### src/rtl/ai_pkg.sv
// Shared constants for the layer scheduler.
//   DEF_INST_W  - default width of one layer instruction word
//   MAX_LAYERS  - largest layer count the scheduler can sequence
//   LAYER_AW    - width of a layer index / table address
//   S_*         - scheduler FSM state encoding
//   sat_inc32   - saturating 32-bit increment
package ai_pkg;

    localparam int DEF_INST_W = 36;
    localparam int MAX_LAYERS = 8;
    localparam int LAYER_AW   = $clog2(MAX_LAYERS);

    localparam logic [2:0] S_IDLE      = 3'd0;
    localparam logic [2:0] S_WAIT_PIC  = 3'd1;
    localparam logic [2:0] S_ISSUE     = 3'd2;
    localparam logic [2:0] S_WAIT_DONE = 3'd3;
    localparam logic [2:0] S_FINISH    = 3'd4;

    function automatic logic [31:0] sat_inc32(input logic [31:0] v);
        return (v == '1) ? v : v + 32'd1;
    endfunction

endpackage

### src/rtl/layer_sched_if.sv
// Instruction stream from the layer scheduler to the DMA engine.
//   inst_m_data  - instruction word for the current layer
//   inst_m_valid - instruction valid
//   inst_m_ready - DMA accepts the instruction
// master: scheduler side; slave: DMA side.
interface layer_sched_if
    import ai_pkg::*;
#(
    parameter int INST_W = DEF_INST_W
) ();

    logic [INST_W-1:0] inst_m_data;
    logic              inst_m_valid;
    logic              inst_m_ready;

    modport master (output inst_m_data, output inst_m_valid, input inst_m_ready);
    modport slave  (input inst_m_data, input inst_m_valid, output inst_m_ready);

endinterface

### src/rtl/inst_table.sv
// Per-layer instruction register file: NUM_LAYERS x INST_W, one write port,
// one asynchronous read port, cleared to zero on reset.
//   clk, rst_n    - clock, async active-low reset
//   we/waddr/wdata - write port (addresses >= NUM_LAYERS are dropped)
//   raddr/rdata    - async read port (out-of-range reads return zero)
module inst_table
    import ai_pkg::*;
#(
    parameter int NUM_LAYERS = 5,
    parameter int INST_W     = DEF_INST_W
) (
    input  logic                clk,
    input  logic                rst_n,
    input  logic                we,
    input  logic [LAYER_AW-1:0] waddr,
    input  logic [INST_W-1:0]   wdata,
    input  logic [LAYER_AW-1:0] raddr,
    output logic [INST_W-1:0]   rdata
);

    logic [INST_W-1:0] mem [NUM_LAYERS];

    always_ff @(posedge clk or negedge rst_n) begin
        if (!rst_n) begin
            for (int i = 0; i < NUM_LAYERS; i++) begin
                mem[i] <= '0;
            end
        end else if (we && (int'(waddr) < NUM_LAYERS)) begin
            mem[waddr] <= wdata;
        end
    end

    assign rdata = (int'(raddr) < NUM_LAYERS) ? mem[raddr] : '0;

endmodule

### src/rtl/layer_sched.sv
// Layer scheduler: on start, waits for the input picture, then issues one
// instruction per layer to the DMA and waits for that layer to complete,
// NUM_LAYERS times, then pulses done.
//   clk, rst_n                  - clock, async active-low reset
//   cfg_we/cfg_addr/cfg_data    - instruction table write (ignored while busy)
//   start, pic_ready            - inference start pulse, picture loaded level
//   inst_m                      - instruction stream (master modport)
//   layer_done                  - current layer finished pulse
//   busy, done, cur_layer, err  - status; err is sticky until the next start
//   perf_cycles                 - busy cycles of the last inference
// Build option: LAYER_SCHED_PERF_EN enables the cycle counter; otherwise
// perf_cycles is tied to zero.
//
// state       | meaning
// S_IDLE      | waiting for start
// S_WAIT_PIC  | started, waiting for pic_ready
// S_ISSUE     | instruction valid, waiting for DMA ready
// S_WAIT_DONE | instruction accepted, waiting for layer_done
// S_FINISH    | one-cycle done pulse, back to idle
module layer_sched
    import ai_pkg::*;
#(
    parameter int NUM_LAYERS = 5,
    parameter int INST_W     = DEF_INST_W
) (
    input  logic                clk,
    input  logic                rst_n,
    input  logic                cfg_we,
    input  logic [LAYER_AW-1:0] cfg_addr,
    input  logic [INST_W-1:0]   cfg_data,
    input  logic                start,
    input  logic                pic_ready,
    layer_sched_if.master       inst_m,
    input  logic                layer_done,
    output logic                busy,
    output logic                done,
    output logic [LAYER_AW-1:0] cur_layer,
    output logic                err,
    output logic [31:0]         perf_cycles
);

    logic [2:0]          state;
    logic [INST_W-1:0]   data_q;
    logic                valid_q;
    logic [INST_W-1:0]   rd_data;
    logic [LAYER_AW-1:0] rd_addr;
    logic                start_acc;
    logic                last_layer;
    logic                tbl_we;
    logic                err_set;

    assign start_acc  = start && (state == S_IDLE);
    assign last_layer = (cur_layer == LAYER_AW'(NUM_LAYERS - 1));
    assign tbl_we     = cfg_we && !busy;
    assign err_set    = (layer_done && (state inside {S_IDLE, S_WAIT_PIC, S_ISSUE}))
                      || (busy && (start || cfg_we));

    // In WAIT_DONE the table is already addressed at the next layer so the
    // instruction can be registered on the same edge as layer_done.
    assign rd_addr = (state == S_WAIT_DONE) ? cur_layer + LAYER_AW'(1) : cur_layer;

    inst_table #(
        .NUM_LAYERS (NUM_LAYERS),
        .INST_W     (INST_W)
    ) u_table (
        .clk   (clk),
        .rst_n (rst_n),
        .we    (tbl_we),
        .waddr (cfg_addr),
        .wdata (cfg_data),
        .raddr (rd_addr),
        .rdata (rd_data)
    );

    always_ff @(posedge clk or negedge rst_n) begin
        if (!rst_n) begin
            state     <= S_IDLE;
            data_q    <= '0;
            valid_q   <= 1'b0;
            busy      <= 1'b0;
            done      <= 1'b0;
            cur_layer <= '0;
        end else begin
            case (state)
                S_IDLE: begin
                    if (start) begin
                        state     <= S_WAIT_PIC;
                        busy      <= 1'b1;
                        cur_layer <= '0;
                    end
                end
                S_WAIT_PIC: begin
                    if (pic_ready) begin
                        state   <= S_ISSUE;
                        valid_q <= 1'b1;
                        data_q  <= rd_data;
                    end
                end
                S_ISSUE: begin
                    if (inst_m.inst_m_ready) begin
                        state   <= S_WAIT_DONE;
                        valid_q <= 1'b0;
                    end
                end
                S_WAIT_DONE: begin
                    if (layer_done) begin
                        if (last_layer) begin
                            state <= S_FINISH;
                            done  <= 1'b1;
                        end else begin
                            state     <= S_ISSUE;
                            cur_layer <= rd_addr;
                            valid_q   <= 1'b1;
                            data_q    <= rd_data;
                        end
                    end
                end
                S_FINISH: begin
                    state <= S_IDLE;
                    done  <= 1'b0;
                    busy  <= 1'b0;
                end
                default: begin
                    state   <= S_IDLE;
                    valid_q <= 1'b0;
                    done    <= 1'b0;
                    busy    <= 1'b0;
                end
            endcase
        end
    end

    always_ff @(posedge clk or negedge rst_n) begin
        if (!rst_n) begin
            err <= 1'b0;
        end else begin
            err <= err_set || (err && !start_acc);
        end
    end

    assign inst_m.inst_m_data  = data_q;
    assign inst_m.inst_m_valid = valid_q;

`ifdef LAYER_SCHED_PERF_EN
    logic [31:0] perf_cnt;
    logic [31:0] perf_q;

    // The FINISH cycle is itself a busy cycle, so the snapshot takes the
    // incremented value.
    always_ff @(posedge clk or negedge rst_n) begin
        if (!rst_n) begin
            perf_cnt <= '0;
            perf_q   <= '0;
        end else begin
            if (start_acc) begin
                perf_cnt <= '0;
            end else if (busy) begin
                perf_cnt <= sat_inc32(perf_cnt);
            end
            if (state == S_FINISH) begin
                perf_q <= sat_inc32(perf_cnt);
            end
        end
    end

    assign perf_cycles = perf_q;
`else
    assign perf_cycles = '0;
`endif

endmodule

### src/flat_wrapper.sv
// flat-port wrapper written by rule: the top's interface ports become plain ports
module layer_sched_flat import ai_pkg::*;
#(
    parameter int NUM_LAYERS = 5,
    parameter int INST_W     = DEF_INST_W
)
  (clk, rst_n, cfg_we, cfg_addr, cfg_data, start, pic_ready, layer_done, busy, done, cur_layer, err, perf_cycles, inst_m_inst_m_data, inst_m_inst_m_valid, inst_m_inst_m_ready);
  layer_sched_if #(.INST_W(INST_W)) inst_m_i ();
  input  logic clk;
  input  logic rst_n;
  input  logic cfg_we;
  input  logic [LAYER_AW-1:0] cfg_addr;
  input  logic [INST_W-1:0] cfg_data;
  input  logic start;
  input  logic pic_ready;
  input  logic layer_done;
  output logic busy;
  output logic done;
  output logic [LAYER_AW-1:0] cur_layer;
  output logic err;
  output logic [31:0] perf_cycles;
  output wire logic [$bits(inst_m_i.inst_m_data)-1:0] inst_m_inst_m_data;
  output wire logic [$bits(inst_m_i.inst_m_valid)-1:0] inst_m_inst_m_valid;
  input wire logic [$bits(inst_m_i.inst_m_ready)-1:0] inst_m_inst_m_ready;
  assign inst_m_inst_m_data = inst_m_i.inst_m_data;
  assign inst_m_inst_m_valid = inst_m_i.inst_m_valid;
  assign inst_m_i.inst_m_ready = inst_m_inst_m_ready;
  layer_sched #(.NUM_LAYERS(NUM_LAYERS), .INST_W(INST_W)) u_core (.clk(clk), .rst_n(rst_n), .cfg_we(cfg_we), .cfg_addr(cfg_addr), .cfg_data(cfg_data), .start(start), .pic_ready(pic_ready), .inst_m(inst_m_i), .layer_done(layer_done), .busy(busy), .done(done), .cur_layer(cur_layer), .err(err), .perf_cycles(perf_cycles));
endmodule
### config.mk
export PLATFORM = sky130hd
export DESIGN_NAME = layer_sched_flat
export DESIGN_NICKNAME = d
export VERILOG_FILES = /design/src/rtl/ai_pkg.sv /design/src/rtl/layer_sched_if.sv /design/src/rtl/inst_table.sv /design/src/rtl/layer_sched.sv /design/src/flat_wrapper.sv
export SDC_FILE = /design/constraint.sdc
export NUM_CORES = 1
export LEC_CHECK = 0
export BUFFER_PORTS_ARGS = -buffer_cell sky130_fd_sc_hd__buf_2
export CAP_MARGIN = 5
export CORE_MARGIN = 4
export CORE_UTILIZATION = 38
export DETAILED_ROUTE_END_ITERATION = 10
export SETUP_SLACK_MARGIN = 0.02
export SLEW_MARGIN = 20
export SYNTH_ARGS = -nofsm -noshare
export SYNTH_HDL_FRONTEND = slang
export SYNTH_SLANG_ARGS = --single-unit
### constraint.sdc
create_clock -name clk -period 2.6 [get_ports clk]
set_input_delay 0.39 -clock clk [delete_from_list [all_inputs] [get_ports clk]]
set_output_delay 0.39 -clock clk [all_outputs]
set_load 0.02 [all_outputs]
==> results.tsv <==
stage	metric	value	unit
yosys	yosysTopAreaCellShare	0.486	
sta	setup_tns	0	ns
min_path	hold_path_depth	3	
sta	timing.final.hold_violations	0	
clock_network	cts_made_buffers	26	
sta	max_clock_freq	430	MHz
flow_run	maxCapViolCount	0	
yosys	post_synth_num_cell_types	49	
floorplan	ios	121	
pwr	power	14200	µW
yosys	synthCells	808	
yosys	muxShareOfSynthArea	0.366	
yosys	synth-main-ff-cell	dfrtp_1	
yosys	synth_fa_ha_area_frac	0.00215	
clock_network	cts-root-to-sink-buffers	3	
pwr	switching_share	0.346	
critical_path	timing.rr.start	u_core.cur_layer[0]$_DFFE_PN0P_	
sta	unrepaired_setup_endpoints_after_global_routing	no	
min_path	worst_hold_path.endpoint	u_core.err$_DFF_PN0_	
yosys	synth-seq-cells	226	
detailed_routing	route.detailed.wl_per_inst	20.0	µm
yosys	synth.cell_area	11600	µm²
detailed_routing	drt_wl_total	26.2	mm
global_route	grt_first_pass_wirelength	42.2	mm
critical_path	critical_path_arrival	2.78	ns
pwr	power_per_cell_area	1070	nW/µm²
yosys	synth_enable_flop_cells	0	
yosys	synth_area_in_xor_xnor	0.000752	
placed_design	placed_cell_area	12500	µm²
pwr	internal_power_contribution	9290	µW
sta	timing.final.max_slew_violations	0	
clock_network	htreeDepth	1	
critical_path	worst_path_max_delay_cell	xor2_1	
placed_design	dp_hpwl	16.2	mm
detailed_routing	viasPerCell	5.28	
global_route	global_route.overflow_total	0	
floorplan	die-height	183	µm
yosys	simple_gate_share_of_the_synthesized_area	0.0215	
sta	final-setup-viol-count	0	
final_layout	drive_above_1_share	0.428	
sta	min_period	2.32	ns
placed_design	dp_slack	0.0982	ns
pwr	static-leakage-power	0.00624	µW
min_path	hold_start	cfg_we	
clock_network	clkSlewWorstSetupHoldPaths	0.06	ns
final_layout	syn2layout_area_growth	14.5	%
yosys	synthesis.area_per_instance	14.4	µm²
floorplan	dieArea	33500	µm²
pwr	power_frac_clock	0.253	
placed_design	finalWeightedCongestion	0.709	
final_layout	final_net_count	948	
global_route	vias_in_the_first_global_route	7244	
critical_path	cp_slowest_stage_delay	0.47	ns
clock_network	worst_skew_pair.late_latency	0.53	ns
pwr	ir_worst_vdd	0.674	mV
detailed_routing	drtPass1Iterations	4	
critical_path	timing.critical_path.from_type	register	
critical_path	timing.critical_path.fanout_max	17	
detailed_routing	drt_iter0_drc	373	
floorplan	row_count	63	
detailed_routing	antenna_left	0	
yosys	synthArstFlopShare	1.00	
clock_network	tritoncts	built	
global_route	grt_antenna_before_repair	4	
critical_path	critical_path.cell_chain	buf_4 > ha_1 > nand4b_1 > xor2_1 > o21ai_4 > nor3_1 > a221o_1	
detailed_routing	dr_total_vias	6917	
global_route	grt_util_all_layers	0.158	
sta	fin_crit_sh	0.894	
floorplan	placeableCoreArea	30000	µm²
outcome	run_status	finished clean	
sta	worst_slew_pin_slew	0.888	ns
critical_path	criticalPathCategory	register to register	
yosys	synth_seq_area_share	0.486	
sta	slew-limit-headroom	0.406	
critical_path	critical_path_required	3.05	ns
floorplan	floorplan.initialDensity	0.389	
critical_path	worstSetupEndpointType	register	
placed_design	io_buffers	88	
sta	finalClockSkew	0.0147	ns
yosys	synth_compound_area_frac	0.0723	
critical_path	worstReg2RegEnd	u_core.inst_m.inst_m_data[34]$_DFFE_PN0P_	
floorplan	floorplan.die.width	183	µm
critical_path	r2r_setup_slack	0.28	ns
clock_network	clkSinkCount	226	
global_route	grt_start_max_net_pins	75	
critical_path	timing.reg2reg.worst_path_depth	7	
detailed_routing	drc_errors	0	
final_layout	finalInstanceArea	13300	µm²
yosys	synthDominantAreaCellType	dfrtp_1	
final_layout	fin_util	0.445	
min_path	timing.hold.worst.class	primary input to register	
clock_network	clk_root_buffer_cell	clkbuf_16	
pwr	p_comb_frac	0.380	
pwr	net-switching-power	4910	µW
sta	fin_ws	0.276	ns
pwr	p_seq_frac	0.366	
yosys	ys_top_cells_by_area	dfrtp_1, mux2i_1, mux2_2	
yosys	combinational_family_with_the_most_area_after_synthesis	multiplexers	
yosys	synth.yosys.warnings	0	
==> power groups by stage <==
stage	Sequential (µW)	Combinational, µW	Clock (µW)
final	5200	5400	3600
after CTS	5210	5500	3710
after floorplan	5240	4120	0
after detailed placement	5270	5490	0
after global routing	5340	5840	3860
after global placement	5230	5420	0
==> state kept, by name (all words and copies together), names as in the netlist <==
register and count:
u_core.inst_m.inst_m_valid 1, u_core.busy 1, u_core.state 3, u_core.u_table.mem 180, u_core.err 1, u_core.cur_layer 3, u_core.done 1, u_core.inst_m.inst_m_data 36
==> cells in the final DEF (no fill, tap or decap), drive strengths merged <==
| cell type | Yosys | final |
|---|---|---|
| nand2 | 11 | 11 |
| o221ai | 1 | 1 |
| conb | 1 | 32 |
| bufinv | 0 | 1 |
| ha | 2 | 2 |
| nand4b | 1 | 1 |
| clkbuf | 4 | 42 |
| and3b | 1 | 1 |
| a211o | 2 | 2 |
| and4bb | 1 | 1 |
| or3 | 1 | 1 |
| mux2 | 181 | 181 |
| o21ai | 40 | 40 |
| dlygate4sd3 | 0 | 1 |
| o211ai | 1 | 1 |
| diode | 0 | 1 |
| clkinv | 0 | 3 |
| dfrtp | 226 | 226 |
| a221o | 1 | 1 |
| buf | 80 | 117 |
| mux2i | 143 | 143 |
| a311o | 1 | 1 |
| mux4 | 35 | 35 |
| nand2b | 2 | 2 |
| nand3 | 7 | 7 |
| a21oi | 5 | 5 |
| o22ai | 2 | 2 |
| xor2 | 1 | 1 |
| and4b | 1 | 1 |
| nor2 | 8 | 8 |
| a22oi | 35 | 35 |
| nand3b | 2 | 2 |
| nor3 | 3 | 3 |
| inv | 5 | 5 |
| nor2b | 1 | 1 |
| o31ai | 1 | 1 |
| and2 | 1 | 1 |
==> how the worst max path moves through the flow <==
stage | startpoint | end | slack (ns) | cells past startpoint
floorplan | u_core.cur_layer[0]$_DFFE_PN0P_ | u_core.inst_m.inst_m_data[26]$_DFFE_PN0P_ | 0.05 | 9
global placement | u_core.cur_layer[1]$_DFFE_PN0P_ | u_core.inst_m.inst_m_data[35]$_DFFE_PN0P_ | 0.19 | 7
detailed placement | u_core.cur_layer[1]$_DFFE_PN0P_ | u_core.inst_m.inst_m_data[3]$_DFFE_PN0P_ | 0.1 | 8
CTS | u_core.cur_layer[1]$_DFFE_PN0P_ | u_core.inst_m.inst_m_data[1]$_DFFE_PN0P_ | 0.09 | 7
global route | u_core.cur_layer[0]$_DFFE_PN0P_ | u_core.inst_m.inst_m_data[34]$_DFFE_PN0P_ | 0.14 | 7
finish | u_core.cur_layer[0]$_DFFE_PN0P_ | u_core.inst_m.inst_m_data[34]$_DFFE_PN0P_ | 0.28 | 7
==> worst max-delay path, delay by kind of cell (launching register included) <==
| family | cells | cell delay (ns) |
|---|---|---|
| buf+inv | 1 | 0.18 |
| compound gates | 2 | 0.53 |
| xor+xnor | 1 | 0.47 |
| flops | 1 | 0.39 |
| simple gates | 2 | 0.45 |
| fa+ha+maj | 1 | 0.22 |
==> stage by stage <==
| stage | instances | hold slack, ns |
|---|---|---|
| 3_5_place_dp | 1260 | 0.404 |
| 6_report | 1309 | 0.135 |
| 2_1_floorplan | 839 | 0.0944 |
| 3_3_place_gp | 1260 | 0.407 |
| 5_1_grt | 1309 | 0.130 |
| 4_1_cts | 1307 | 0.113 |
==> layer usage <==
layer / part of all wire / track usage / vias to the layer above
met5: 0.0012 / 0 / -
met4: 0.017 / 0.0316 / 4
met3: 0.042 / 0.0272 / 33
met2: 0.49 / 0.271 / 128
met1: 0.45 / 0.213 / 3599
li1: - / - / 3153
==> cell type report <==
class                           instances  area, µm²
Fill cell                            2753      16600
Sequential cell                       226       5660
Multi-Input combinational cell        523       5530
Clock buffer                           42        802
Timing Repair Buffer                  118        778
Tap cell                              390        488
Clock inverter                          4       48.8
Inverter                                5       18.8
Antenna cell                            1       2.50
==> what timing repair did <==
item	4_1_cts	5_1_grt
gates resized for setup	0	0
buffers inserted	0	1
hold buffers	1	0
endpoints found under the setup margin	0	4
endpoints found under the hold margin	65	0
==> cell families (layout without fill, tap and decap cells) <==
family                     count (synthesis)  count (layout)
adders and majority gates                  2               2
xor gates and xnor gates                   1               1
muxes                                    359             359
buffers and inverters                     90             169
AOI/OAI and AO/OA                         89              89
and+or+nand+nor                           40              40
DFF                                      226             226
other                                      1              33
==> synthesized netlist by cell type, types with 2 or more instances <==
master / n
a21oi_1: 4
a22oi_1: 5
a22oi_2: 30
buf_2: 31
buf_4: 41
buf_6: 7
clkbuf_1: 3
dfrtp_1: 226
ha_1: 2
inv_1: 4
mux2_1: 56
mux2_2: 125
mux2i_1: 143
mux4_2: 35
nand2_1: 10
nand2b_1: 2
nand3_1: 7
nor2_1: 7
nor3_1: 2
o21ai_0: 4
o21ai_1: 5
o21ai_2: 31
o22ai_1: 2
No activity file was read; power rests on OpenSTA's default activity.
